--- config.mk ---
export PLATFORM = sky130hd
export DESIGN_NAME = matrix_mult_seq_flat
export DESIGN_NICKNAME = d
export VERILOG_FILES = /design/src/rtl/matrix_mult_seq_if.sv /design/src/rtl/matrix_mult_seq.sv /design/src/flat_wrapper.sv
export SDC_FILE = /design/constraint.sdc
export NUM_CORES = 1
export LEC_CHECK = 0
export CAP_MARGIN = 5
export CORE_AREA = 2 2 138 140
export CTS_CLUSTER_DIAMETER = 40
export DETAILED_ROUTE_END_ITERATION = 8
export DIE_AREA = 0 0 140 142
export GPL_TIMING_DRIVEN = 1
export PLACE_DENSITY_LB_ADDON = 0.05
export RECOVER_POWER = 50
export SYNTH_ARGS = -nofsm -noshare
export SYNTH_HDL_FRONTEND = slang
export SYNTH_SLANG_ARGS = --single-unit
--- constraint.sdc ---
create_clock -name clk -period 7.1 [get_ports clk]
set_input_delay 0.71 -clock clk [delete_from_list [all_inputs] [get_ports clk]]
set_output_delay 0.71 -clock clk [all_outputs]
set_load 0.05 [all_outputs]
--- src/rtl/matrix_mult_seq_if.sv ---
// matrix_mult_seq_if: handshake and operand/result buses for matrix_mult_seq.
//   master: request side (start, signed_mode, abort, a_flat, b_flat, out_ready)
//   slave : engine side  (in_ready, c_flat, out_valid, busy)
// Element (r,c) of a_flat/b_flat sits at [(r*N+c)*DW +: DW]; c_flat uses ACC_W-wide slots.
interface matrix_mult_seq_if #(
  parameter int unsigned N     = 2,
  parameter int unsigned DW    = 8,
  parameter int unsigned ACC_W = 2 * DW + $clog2(N)
);
  logic                   start;
  logic                   in_ready;
  logic                   signed_mode;
  logic                   abort;
  logic [N*N*DW-1:0]      a_flat;
  logic [N*N*DW-1:0]      b_flat;
  logic [N*N*ACC_W-1:0]   c_flat;
  logic                   out_valid;
  logic                   out_ready;
  logic                   busy;

  modport master (
    output start, signed_mode, abort, a_flat, b_flat, out_ready,
    input  in_ready, c_flat, out_valid, busy
  );

  modport slave (
    input  start, signed_mode, abort, a_flat, b_flat, out_ready,
    output in_ready, c_flat, out_valid, busy
  );
endinterface

--- src/rtl/matrix_mult_seq.sv ---
// matrix_mult_seq: NxN matrix multiplier C = A x B using one time-shared MAC, one MAC per cycle.
// Ports:
//   clk - rising-edge clock
//   rst - asynchronous active-high reset
//   bus - matrix_mult_seq_if.slave: start/in_ready request handshake, signed_mode, abort,
//         a_flat/b_flat operands, c_flat result with out_valid/out_ready, busy status
// Operands and mode are captured when start is accepted in IDLE; results are produced row-major
// and C[N-1][N-1] is written N^3 edges after the accepting edge, at which point out_valid rises.
module matrix_mult_seq #(
  parameter int unsigned N     = 2,
  parameter int unsigned DW    = 8,
  parameter int unsigned ACC_W = 2 * DW + $clog2(N)
) (
  input logic               clk,
  input logic               rst,
  matrix_mult_seq_if.slave  bus
);
  localparam int unsigned IW = $clog2(N);
  localparam int unsigned XW = ACC_W - DW;

  typedef enum logic [1:0] {StIdle, StCompute, StDone} state_e;

  state_e             r_state, w_state_next;
  logic [DW-1:0]      r_a [N][N];
  logic [DW-1:0]      r_b [N][N];
  logic [ACC_W-1:0]   r_c [N][N];
  logic               r_signed;
  logic [IW-1:0]      r_i, r_j, r_k;
  logic [ACC_W-1:0]   r_acc;

  logic [DW-1:0]          w_a_in [N][N];
  logic [DW-1:0]          w_b_in [N][N];
  logic [N*N*ACC_W-1:0]   w_c_flat;
  logic                   w_capture, w_mac;
  logic                   w_last_i, w_last_j, w_last_k;
  logic [DW-1:0]          w_a_elem, w_b_elem;
  logic [ACC_W-1:0]       w_a_ext, w_b_ext, w_prod, w_sum;

  // Unpack inputs and pack the result with constant slices.
  for (genvar gr = 0; gr < N; gr++) begin : g_row
    for (genvar gc = 0; gc < N; gc++) begin : g_col
      assign w_a_in[gr][gc] = bus.a_flat[(gr*N+gc)*DW +: DW];
      assign w_b_in[gr][gc] = bus.b_flat[(gr*N+gc)*DW +: DW];
      assign w_c_flat[(gr*N+gc)*ACC_W +: ACC_W] = r_c[gr][gc];
    end
  end

  assign bus.c_flat    = w_c_flat;
  assign bus.in_ready  = (r_state == StIdle);
  assign bus.busy      = (r_state == StCompute);
  assign bus.out_valid = (r_state == StDone);

  assign w_last_i = (r_i == IW'(N - 1));
  assign w_last_j = (r_j == IW'(N - 1));
  assign w_last_k = (r_k == IW'(N - 1));

  // Operand extension: replicate the sign bit only in signed mode. Truncating the ACC_W x ACC_W
  // product to ACC_W bits gives the correct two's-complement result modulo 2^ACC_W.
  always_comb begin
    w_a_elem = r_a[r_i][r_k];
    w_b_elem = r_b[r_k][r_j];
    w_a_ext  = {{XW{r_signed & w_a_elem[DW-1]}}, w_a_elem};
    w_b_ext  = {{XW{r_signed & w_b_elem[DW-1]}}, w_b_elem};
    w_prod   = w_a_ext * w_b_ext;
    w_sum    = r_acc + w_prod;
  end

  always_ff @(posedge clk or posedge rst) begin
    if (rst) begin
      r_state <= StIdle;
    end else begin
      r_state <= w_state_next;
    end
  end

  always_comb begin
    w_state_next = r_state;
    w_capture    = 1'b0;
    w_mac        = 1'b0;
    unique case (r_state)
      StIdle: begin
        // start has priority over abort here; abort is meaningless in IDLE.
        if (bus.start) begin
          w_capture    = 1'b1;
          w_state_next = StCompute;
        end
      end
      StCompute: begin
        if (bus.abort) begin
          w_state_next = StIdle;
        end else begin
          w_mac = 1'b1;
          if (w_last_i && w_last_j && w_last_k) begin
            w_state_next = StDone;
          end
        end
      end
      StDone: begin
        if (bus.out_ready) begin
          w_state_next = StIdle;
        end
      end
      default: w_state_next = StIdle;
    endcase
  end

  always_ff @(posedge clk or posedge rst) begin
    if (rst) begin
      r_a      <= '{default: '0};
      r_b      <= '{default: '0};
      r_c      <= '{default: '0};
      r_signed <= 1'b0;
      r_i      <= '0;
      r_j      <= '0;
      r_k      <= '0;
      r_acc    <= '0;
    end else begin
      if (w_capture) begin
        r_a      <= w_a_in;
        r_b      <= w_b_in;
        r_signed <= bus.signed_mode;
        r_i      <= '0;
        r_j      <= '0;
        r_k      <= '0;
        r_acc    <= '0;
      end
      if (w_mac) begin
        if (w_last_k) begin
          // Element finished: commit it and step to the next (i,j) in row-major order.
          r_c[r_i][r_j] <= w_sum;
          r_acc         <= '0;
          r_k           <= '0;
          if (w_last_j) begin
            r_j <= '0;
            r_i <= w_last_i ? '0 : r_i + 1'b1;
          end else begin
            r_j <= r_j + 1'b1;
          end
        end else begin
          r_acc <= w_sum;
          r_k   <= r_k + 1'b1;
        end
      end
    end
  end
endmodule

--- src/flat_wrapper.sv ---
// flat-port wrapper written by rule: the top's interface ports become plain ports
module matrix_mult_seq_flat 
#(
  parameter int unsigned N     = 2,
  parameter int unsigned DW    = 8,
  parameter int unsigned ACC_W = 2 * DW + $clog2(N)
)
  (clk, rst, bus_start, bus_signed_mode, bus_abort, bus_a_flat, bus_b_flat, bus_out_ready, bus_in_ready, bus_c_flat, bus_out_valid, bus_busy);
  matrix_mult_seq_if #(.N(N), .DW(DW), .ACC_W(ACC_W)) bus_i ();
  input logic clk;
  input logic rst;
  input wire logic [$bits(bus_i.start)-1:0] bus_start;
  input wire logic [$bits(bus_i.signed_mode)-1:0] bus_signed_mode;
  input wire logic [$bits(bus_i.abort)-1:0] bus_abort;
  input wire logic [$bits(bus_i.a_flat)-1:0] bus_a_flat;
  input wire logic [$bits(bus_i.b_flat)-1:0] bus_b_flat;
  input wire logic [$bits(bus_i.out_ready)-1:0] bus_out_ready;
  output wire logic [$bits(bus_i.in_ready)-1:0] bus_in_ready;
  output wire logic [$bits(bus_i.c_flat)-1:0] bus_c_flat;
  output wire logic [$bits(bus_i.out_valid)-1:0] bus_out_valid;
  output wire logic [$bits(bus_i.busy)-1:0] bus_busy;
  assign bus_i.start = bus_start;
  assign bus_i.signed_mode = bus_signed_mode;
  assign bus_i.abort = bus_abort;
  assign bus_i.a_flat = bus_a_flat;
  assign bus_i.b_flat = bus_b_flat;
  assign bus_i.out_ready = bus_out_ready;
  assign bus_in_ready = bus_i.in_ready;
  assign bus_c_flat = bus_i.c_flat;
  assign bus_out_valid = bus_i.out_valid;
  assign bus_busy = bus_i.busy;
  matrix_mult_seq #(.N(N), .DW(DW), .ACC_W(ACC_W)) u_core (.clk(clk), .rst(rst), .bus(bus_i));
endmodule
======== Word level (Yosys, flattened, before mapping) ========
Cells that the tools add are included.
word-level totals
  output and inout port bits .............. 71
  input bits .............................. 70
  word-level logic and storage cells ...... 87
  register bits ........................... 155
operators by class
  eq/ne operators ......................... 5
  bitwise logic cells ..................... 5
  $add $sub $neg .......................... 4
  multiplexer cells ....................... 41
  $mul .................................... 1
  reduce and logical (&&, ||, !) cells .... 8
  magnitude comparators ................... 5
operators by type and width
  kind                                                                          number
  16-bit 2-to-1 mux                                                             6
  68-bit bitwise mux                                                            1
  17-bit 2-to-1 mux                                                             4
  8-bit 2-to-1 mux                                                              6
  34-bit demux with 1-bit select                                                1
  34-bit 2-to-1 mux                                                             1
  17-bit adder                                                                  1
  17-bit demux with 1-bit select                                                1
  9-bit by 9-bit multiplier with 17-bit output                                  1
  1-bit 2-to-1 mux                                                              16
  2-bit 2-to-1 mux                                                              4
  2-bit >= comparator, second input constant                                    3
  1-bit inverter with 2-bit output                                              3
  2-bit one-hot mux with 3 select lines                                         1
  1-bit logical AND                                                             4
  2-bit by 1-bit less-than comparator with 1-bit output, second input constant  2
  2-bit != test, second input constant                                          2
  1-bit adder, second input constant                                            3
  3-bit by 2-bit != test with 1-bit output, second input constant               1
  3-bit AND reduction                                                           1
  1-bit bitwise AND                                                             2
  2-bit by 1-bit equality test with 1-bit output, second input constant         1
  2-bit equality test, second input constant                                    1
  2-bit zero test                                                               1
  other kinds (2)                                                               2

======== Logic depth before layout (Yosys ltp) ========
Gate-level depths: netlist of the first run.
  depth after elaboration ................. 12
  depth in mapped cells ................... 22
  depth with buffers taken out ............ 19

======== Worst setup path after synthesis of the first run ========
Ideal clock, no wire load.
  path kind ............................... register to register
  from .................................... register u_core.r_k
  to ...................................... register u_core.r_c, in the netlist u_core.bus.c_flat[16]
  data required time ...................... 6.975 ns
  buffers on the path ..................... 3
  cell stages (with the launch flop) ...... 20
  arrival time ............................ 5.692 ns
  period minus slack after synthesis ...... 5.817 ns
  setup slack ............................. 1.283 ns
  setup time .............................. 0.125 ns
  cells stage by stage .................... dfrtp_1 > buf_4 > buf_2 > buf_2 > mux4_2 > and3_1 > fa_1 > fa_1 > fa_1 > fa_1 > inv_1 > fa_1 > inv_1 > ha_1 > a21o_1 > a21oi_1 > o211ai_2 > a221oi_4 > xnor2_2 > mux2_2
between the ends
  longest elaborated chain between the ends .. 11
  elaborated cells between the ends (all ways) .. 16
  classes of those cells .................. add/sub: 1; mul: 1; mux: 10; bitwise: 3; reduce/logical: 1
ends and longest elaborated chain
  item                                                    RTL line                                      text
  from (decl)                                             matrix_mult_seq.sv:28                         logic [IW-1:0] r_i, r_j, r_k;
  from (signal assigned)                                  matrix_mult_seq.sv:141                        r_k <= r_k + 1'b1;
  1-bit inverter with 2-bit output (implied by the code)  matrix_mult_seq.sv:60, matrix_mult_seq.sv:61
  16-bit 2-to-1 mux (implied by the code) (3 in a row)    matrix_mult_seq.sv:61                         w_b_elem = r_b[r_k][r_j];
  8-bit 2-to-1 mux (implied by the code) (3 in a row)     matrix_mult_seq.sv:61
  1-bit bitwise AND                                       matrix_mult_seq.sv:63                         w_b_ext = {{XW{r_signed & w_b_elem[DW-1]}}, w_b_elem};
  9-bit by 9-bit multiplier with 17-bit output            matrix_mult_seq.sv:64                         w_prod = w_a_ext * w_b_ext;
  17-bit adder                                            matrix_mult_seq.sv:65                         w_sum = r_acc + w_prod;
  68-bit bitwise mux                                      matrix_mult_seq.sv:130                        r_c[r_i][r_j] <= w_sum;
  to (signal, indexed assignment)                         matrix_mult_seq.sv:130
  to (decl)                                               matrix_mult_seq.sv:26                         logic [ACC_W-1:0] r_c [N][N];
Several ways; a longest one is shown, not always the timed one. The select of a mux whose other input is x is not followed.
A chain may end at the register's enable or synchronous reset.

======== Worst setup path after layout of the first run ========
  from .................................... register u_core.r_j
  to ...................................... register u_core.r_c, in the netlist u_core.bus.c_flat[49]
between the ends
  longest elaborated chain between the ends .. 8
  elaborated cells between the ends (all ways) .. 15
  classes of those cells .................. add/sub: 1; mul: 1; order compare: 2; mux: 8; bitwise: 2; reduce/logical: 1
ends and longest elaborated chain
  item                                                                               RTL line                                       text
  from (decl)                                                                        matrix_mult_seq.sv:28
  from (signal assigned)                                                             matrix_mult_seq.sv:137                         r_j <= r_j + 1'b1;
  1-bit inverter with 2-bit output (implied by the code) (*)                         matrix_mult_seq.sv:61, matrix_mult_seq.sv:130
  8-bit 2-to-1 mux (implied by the code) (tied with other cells)                     matrix_mult_seq.sv:61
  8-bit 2-to-1 mux (implied by the code) or 1-bit logical AND (tied branches)        matrix_mult_seq.sv:61, matrix_mult_seq.sv:130
  8-bit 2-to-1 mux (implied by the code) or 17-bit 2-to-1 mux (tied branches)        matrix_mult_seq.sv:61, matrix_mult_seq.sv:130
  1-bit bitwise AND or 17-bit demux with 1-bit select (tied branches)                matrix_mult_seq.sv:63, matrix_mult_seq.sv:130
  9-bit by 9-bit multiplier with 17-bit output or 34-bit 2-to-1 mux (tied branches)  matrix_mult_seq.sv:64, matrix_mult_seq.sv:130
  17-bit adder or 34-bit demux with 1-bit select (tied branches)                     matrix_mult_seq.sv:65, matrix_mult_seq.sv:130
  68-bit bitwise mux (*)                                                             matrix_mult_seq.sv:130
Mark *: on every way between the ends. The rest lies on a longest branch, timed or not. The select of a mux whose other input is x is not followed.

==> impl_metrics.env, run 1 <==
export IMPL_async_reset_ff_share_pct=100
export IMPL_report_final_hold_viol_count=0
export IMPL_synthesis_area_sq_um=9700
export IMPL_period_share_pct=93.9
export IMPL_synth_cells=940
export IMPL_met1_usage_pct=33.3
export IMPL_cts_tree="yes"
export IMPL_first_iter_violations=390
export IMPL_r2r_start="u_core.r_j"
export IMPL_path_cells="mux4_2 > and3_1 > fa_1 > fa_1 > fa_1 > fa_1 > inv_1 > fa_1 > inv_1 > ha_1 > nor3_1 > or2_2 > a311oi_1 > mux2i_1 > o21ai_0"
export IMPL_antenna_cells=0
export IMPL_tns_ps=0
export IMPL_crit_path_frequent_cell="fa_1"
export IMPL_reg2reg_slack_ps=430
export IMPL_fmax_ghz=0.150
export IMPL_grt_busiest_layer="met2"
export IMPL_ys_types=49
export IMPL_wl_per_cell_um=17.0
export IMPL_grt_pass1_wl_um=37800
export IMPL_chipWidth_um=140
export IMPL_crit_path_max_fanout=16
export IMPL_ys_seq_area_share_pct=40.0
export IMPL_rows=50
export IMPL_cts_hold_buf=0
export IMPL_fin_nets=1266
export IMPL_yosys_warnings=0
export IMPL_relSlewSlack_pct=-203
export IMPL_drt_pass1_iterations=7
export IMPL_path_buf_inv=2
export IMPL_period_minus_slack_ps=6670
export IMPL_cpMaxStageDelayCell="dfrtp_1"
export IMPL_routed_wl_um=22500
export IMPL_grt_pass1_vias=7383
export IMPL_areaGrowthSynthToFinish_pct=22.7
export IMPL_clockBufferDepth=2
export IMPL_clock_latency_ps=440
export IMPL_grtUsageMet3_pct=6.43
export IMPL_globalRoute_totalOverflow=0
export IMPL_hpwl_um=16800
export IMPL_setup_violations=0
export IMPL_drv_cap=2
export IMPL_path_delay_family="adder cells"
export IMPL_die_height_um=142
export IMPL_path_class="flop to flop"
export IMPL_hp_start="u_core.r_a[8]"
export IMPL_startpoint_type="flop"
export IMPL_max_stage_delay_ps=830
export IMPL_dieArea_sq_um=19900
export IMPL_vias=6869
export IMPL_cts_buffers=17
export IMPL_cts_root_buf="clkbuf_16"
export IMPL_drtAntennaViolNets=0
export IMPL_maxSlewViolCount=175
export IMPL_cts_htree_levels=4
export IMPL_grt_setup_unrepaired="false"
export IMPL_drc_errors=1
export IMPL_critPathCaptureType="flop"
export IMPL_syn_area_per_cell_sq_um=10.3
export IMPL_initial_utilization_pct=52.5
export IMPL_cts_setup_buffers=0
export IMPL_worstMarginPinSlew_ps=4520
export IMPL_antenna_found_initial=0
export IMPL_clk_pin_slew_ps=70
export IMPL_multi_input_area_sq_um=5230
export IMPL_outcome="finished with violations"
export IMPL_skew_ps=16.8
export IMPL_cp_required_ps=7370
export IMPL_grt_usage_pct=24.6
export IMPL_core_area_sq_um=18500
export IMPL_arrival_ps=6940
export IMPL_gp_congestion=0.890
export IMPL_syn_num_nets=1134
export IMPL_synth_seq_cells=155
export IMPL_via_per_inst=5.21
export IMPL_numPortBuffers=140
export IMPL_synthFlopType="dfrtp_1"
export IMPL_grtUsageMet2_pct=40.1
export IMPL_synth_edff_count=0
export IMPL_hp_class="flop to flop"
export IMPL_drive_gt1_share_pct=11.1
export IMPL_boundaryPins=141
export IMPL_violations="design-rule violations, max-capacitance violations, max-slew violations"
export IMPL_layout_common_cells="276 x nand2_1, 154 x dfrtp_1, 122 x clkdlybuf4s50_1"
export IMPL_critPathLaunch="u_core.r_j"
export IMPL_grt_max_degree=106
export IMPL_seq_area_sq_um=3880
export IMPL_fillers=1515
export IMPL_final_common_cell="nand2_1"
export IMPL_cts_sinks=155
logic make-up after synthesis:
logic type | after synthesis | synth area share [%]
AO/OA/AOI/OAI | 64 | 4.59
XOR/XNOR | 23 | 2.31
adder cells (fa/ha/maj) | 124 | 22.0
buffers and inverters | 152 | 6.18
flip-flops | 155 | 40.0
multiplexers | 63 | 9.22
AND/OR/NAND/NOR | 359 | 15.7
synthesized netlist by cell type (all sizes together) (7+ instances only):
cell type	instances	area [sq um]
o21ai	26	130
a22o	13	114
a21oi	7	35.0
dfrtp	155	3880
fa	78	1560
mux4	16	368
clkbuf	19	81.3
nand2	278	1050
inv	118	443
nor2	17	63.8
and2	36	235
xnor2	18	173
mux2	45	507
ha	46	576
buf	15	75.1
worst register-to-register path, delay by kind of cell (launching register included):
kind            cells  cell delay, ps
buf+inv             2             100
flops               1             830
mux                 2            1250
fa+ha+maj           6            3170
compound gates      2             550
simple gates        3             630
metal layers:
metal,share of wire (%),vias up
met4,1.5,0
met3,5.7,34
li1,-,3230
met2,48,179
met1,45,3426
met5,0,-
registers in the layout, summed over array words and instances (netlist names):
| name | count |
|---|---|
| u_core.r_i | 1 |
| u_core.r_j | 1 |
| u_core.r_acc | 17 |
| u_core.bus.c_flat | 68 |
| u_core.r_k | 1 |
| u_core.r_state | 2 |
| u_core.r_b | 32 |
| u_core.r_a | 32 |
| u_core.r_signed | 1 |
final cells by class:
| type | count | share of cell area [%] |
|---|---|---|
| timing repair buffer | 147 | 12.2 |
| inverter | 118 | 3.73 |
| multi-input combinational | 633 | 44.0 |
| clock buffer | 18 | 3.69 |
| clock inverter | 14 | 1.41 |
| sequential | 155 | 32.6 |
| tap | 234 | 2.46 |
metrics by stage:
step | instances | area, sq um | setup slack (ps) | hold WS, ps | util, %
finish | 1319 | 11900 | 431 | 469 | 64.5
global route | 1319 | 11900 | 16.9 | 481 | 64.5
CTS | 1319 | 11900 | 319 | 474 | 64.5
detailed placement | 1287 | 11300 | 347 | 456 | 61.3
global placement | 1287 | 11300 | 534 | 453 | 61.3
floorplan | 940 | 9700 | 1280 | 437 | -
worst paths after layout:
path | to | cells after the start
max | u_core.bus.c_flat[49] | 15
max in group asynchronous | u_core.r_k | 3
min in group asynchronous | u_core.bus.c_flat[34] | 2
min | u_core.r_a[8] | 2
max reg2reg | u_core.bus.c_flat[49] | 15
min reg2reg | u_core.r_a[8] | 2
timing repair:
action	4_1_cts	5_1_grt
endpoints found under the setup margin	0	4
gates resized for setup	0	1
endpoints found under the hold margin	0	0
Power of run 1 is not shown: default switching activity piles up to over one toggle a cycle in this logic, so the estimate is an artifact.
==> inputs of run 2 (changes only) <==
--- a/config.mk
+++ b/config.mk
@@ -13,6 +13,7 @@
 export GPL_TIMING_DRIVEN = 1
 export PLACE_DENSITY_LB_ADDON = 0.05
 export RECOVER_POWER = 50
+export SKIP_CTS_REPAIR_TIMING = 1
 export SYNTH_ARGS = -nofsm -noshare
 export SYNTH_HDL_FRONTEND = slang
 export SYNTH_SLANG_ARGS = --single-unit
==> results of run 2 <==
Final layout, timing and power as in run 1 (identical DEF).
Power of run 2 is left out for the same reason.
==> inputs of run 3 (changes only) <==
--- a/config.mk
+++ b/config.mk
@@ -6,10 +6,10 @@
 export NUM_CORES = 1
 export LEC_CHECK = 0
 export CAP_MARGIN = 5
-export CORE_AREA = 2 2 138 140
+export CORE_AREA = 2 2 183 185
 export CTS_CLUSTER_DIAMETER = 40
 export DETAILED_ROUTE_END_ITERATION = 8
-export DIE_AREA = 0 0 140 142
+export DIE_AREA = 0 0 185 187
 export GPL_TIMING_DRIVEN = 1
 export PLACE_DENSITY_LB_ADDON = 0.05
 export RECOVER_POWER = 50
==> run 3 against run 2 <==
  * Setup slack improved by 250 ps
  * Wire length is 9.4% higher
  * First-iteration DRC count is 29% lower
  * Highest routed layer unchanged
  * The run ends with max-capacitance violations, max-slew violations left
  * Critical endpoint unchanged
  * Clock skew fell by 3.8 ps
==> impl_metrics.env, run 3 (synthesized netlist as in run 1, its figures left out) <==
export IMPL_globalRoute_totalOverflow=0
export IMPL_r2r_cells=17
export IMPL_cpMaxStageDelayCell="mux4_1"
export IMPL_crit_path_max_fanout=13
export IMPL_wl_per_cell_um=16.0
export IMPL_maxSlewViolCount=160
export IMPL_chipWidth_um=185
export IMPL_path_cells="mux4_1 > and2_1 > nand2_1 > inv_1 > fa_1 > fa_1 > fa_1 > fa_1 > inv_1 > fa_1 > inv_1 > ha_1 > nor3_1 > or2_2 > a311oi_1 > mux2i_1 > o21ai_0"
export IMPL_hp_class="flop to flop"
export IMPL_period_share_pct=90.4
export IMPL_drc_errors=0
export IMPL_routed_wl_um=24600
export IMPL_gp_congestion=0.768
export IMPL_violations="max-capacitance violations, max-slew violations"
export IMPL_final_common_cell="nand2_1"
export IMPL_grt_max_degree=91
export IMPL_clockBufferDepth=2
export IMPL_drt_pass1_iterations=4
export IMPL_fmax_ghz=0.156
export IMPL_worstMarginPinSlew_ps=4110
export IMPL_startpoint_type="flop"
export IMPL_grt_usage_pct=15.5
export IMPL_die_height_um=187
export IMPL_crit_path_frequent_cell="fa_1"
export IMPL_reg2reg_slack_ps=680
export IMPL_period_minus_slack_ps=6420
export IMPL_setup_violations=0
export IMPL_path_class="flop to flop"
export IMPL_hold_depth=2
export IMPL_skew_ps=13.1
export IMPL_core_area_sq_um=32900
export IMPL_grt_setup_unrepaired="false"
export IMPL_cts_htree_levels=4
export IMPL_relSlewSlack_pct=-176
export IMPL_vias=6664
export IMPL_rows=67
export IMPL_arrival_ps=6690
export IMPL_grt_pass1_vias=7441
export IMPL_path_delay_family="adder cells"
export IMPL_hpwl_um=18600
export IMPL_clk_pin_slew_ps=60
export IMPL_fin_nets=1270
export IMPL_via_per_inst=4.33
export IMPL_path_buf_inv=3
export IMPL_drive_gt1_share_pct=11.2
export IMPL_hold_end="u_core.r_a[23]"
export IMPL_post_layout_nonfiller_instances=1538
export IMPL_r2r_start="u_core.r_i"
export IMPL_report_final_hold_viol_count=0
export IMPL_cts_tree="yes"
export IMPL_drtAntennaViolNets=0
export IMPL_r2r_end="u_core.bus.c_flat[49]"
export IMPL_cts_root_buf="clkbuf_16"
export IMPL_boundaryPins=141
export IMPL_dpl_cell_count=1505
export IMPL_grt_pass1_wl_um=41200
export IMPL_cp_required_ps=7370
export IMPL_critPathCaptureType="flop"
export IMPL_initial_utilization_pct=29.5
export IMPL_numPortBuffers=140
export IMPL_outcome="finished with violations"
export IMPL_first_iter_violations=277
export IMPL_tns_ps=0
export IMPL_cts_buffers=17
export IMPL_max_stage_delay_ps=770
export IMPL_dieArea_sq_um=34600
export IMPL_layout_common_cells="276 x nand2_1, 155 x dfrtp_1, 117 x inv_1"
export IMPL_drv_cap=2
export IMPL_largest_reg_flops=68
export IMPL_hp_start="u_core.r_a[23]"
export IMPL_antenna_found_initial=1
export IMPL_areaGrowthSynthToFinish_pct=25.8
export IMPL_cts_sinks=155
export IMPL_clock_latency_ps=440
-- run 3: worst max path at each step --
stage	startpoint	end	slack, ps	cells past startpoint
6_report	u_core.r_i	u_core.bus.c_flat[49]	680	17
2_1_floorplan	u_core.r_k	u_core.bus.c_flat[16]	1280	19
3_3_place_gp	u_core.r_j	u_core.bus.c_flat[49]	630	15
5_1_grt	u_core.r_j	u_core.bus.c_flat[49]	220	19
3_5_place_dp	u_core.r_j	u_core.bus.c_flat[49]	590	15
4_1_cts	u_core.r_j	u_core.bus.c_flat[49]	570	15
-- run 3: area by class of cell --
class,count,area [sq um]
fill,3436,20700
multi-input combinational,633,5230
sequential,155,3880
timing repair buffer,151,1480
tap,448,561
clock buffer,22,484
inverter,118,444
clock inverter,9,111
antenna,2,5.00
-- run 3: per-layer routing --
layer	GRT usage, %	part of all wire, %
met5	0	0
met3	2.98	3.0
met1	21.5	48
met4	3.75	0.96
met2	25.1	48
-- run 3: per-stage QoR --
stage	hold WS, ps	util, %	cell area (sq um)	setup WS (ps)
floorplan	437	-	9700	1280
global placement	456	35.3	11600	626
detailed placement	458	35.3	11600	589
CTS	476	37.1	12200	573
global route	492	37.1	12200	224
finish	468	37.1	12200	678
-- run 3: tightest hold or removal path, stage by stage (launching register included) --
cell and delay (ps):
dfrtp_1 340, nand2_1 50, nand2_1 50
Power of run 3 is left out for the same reason.
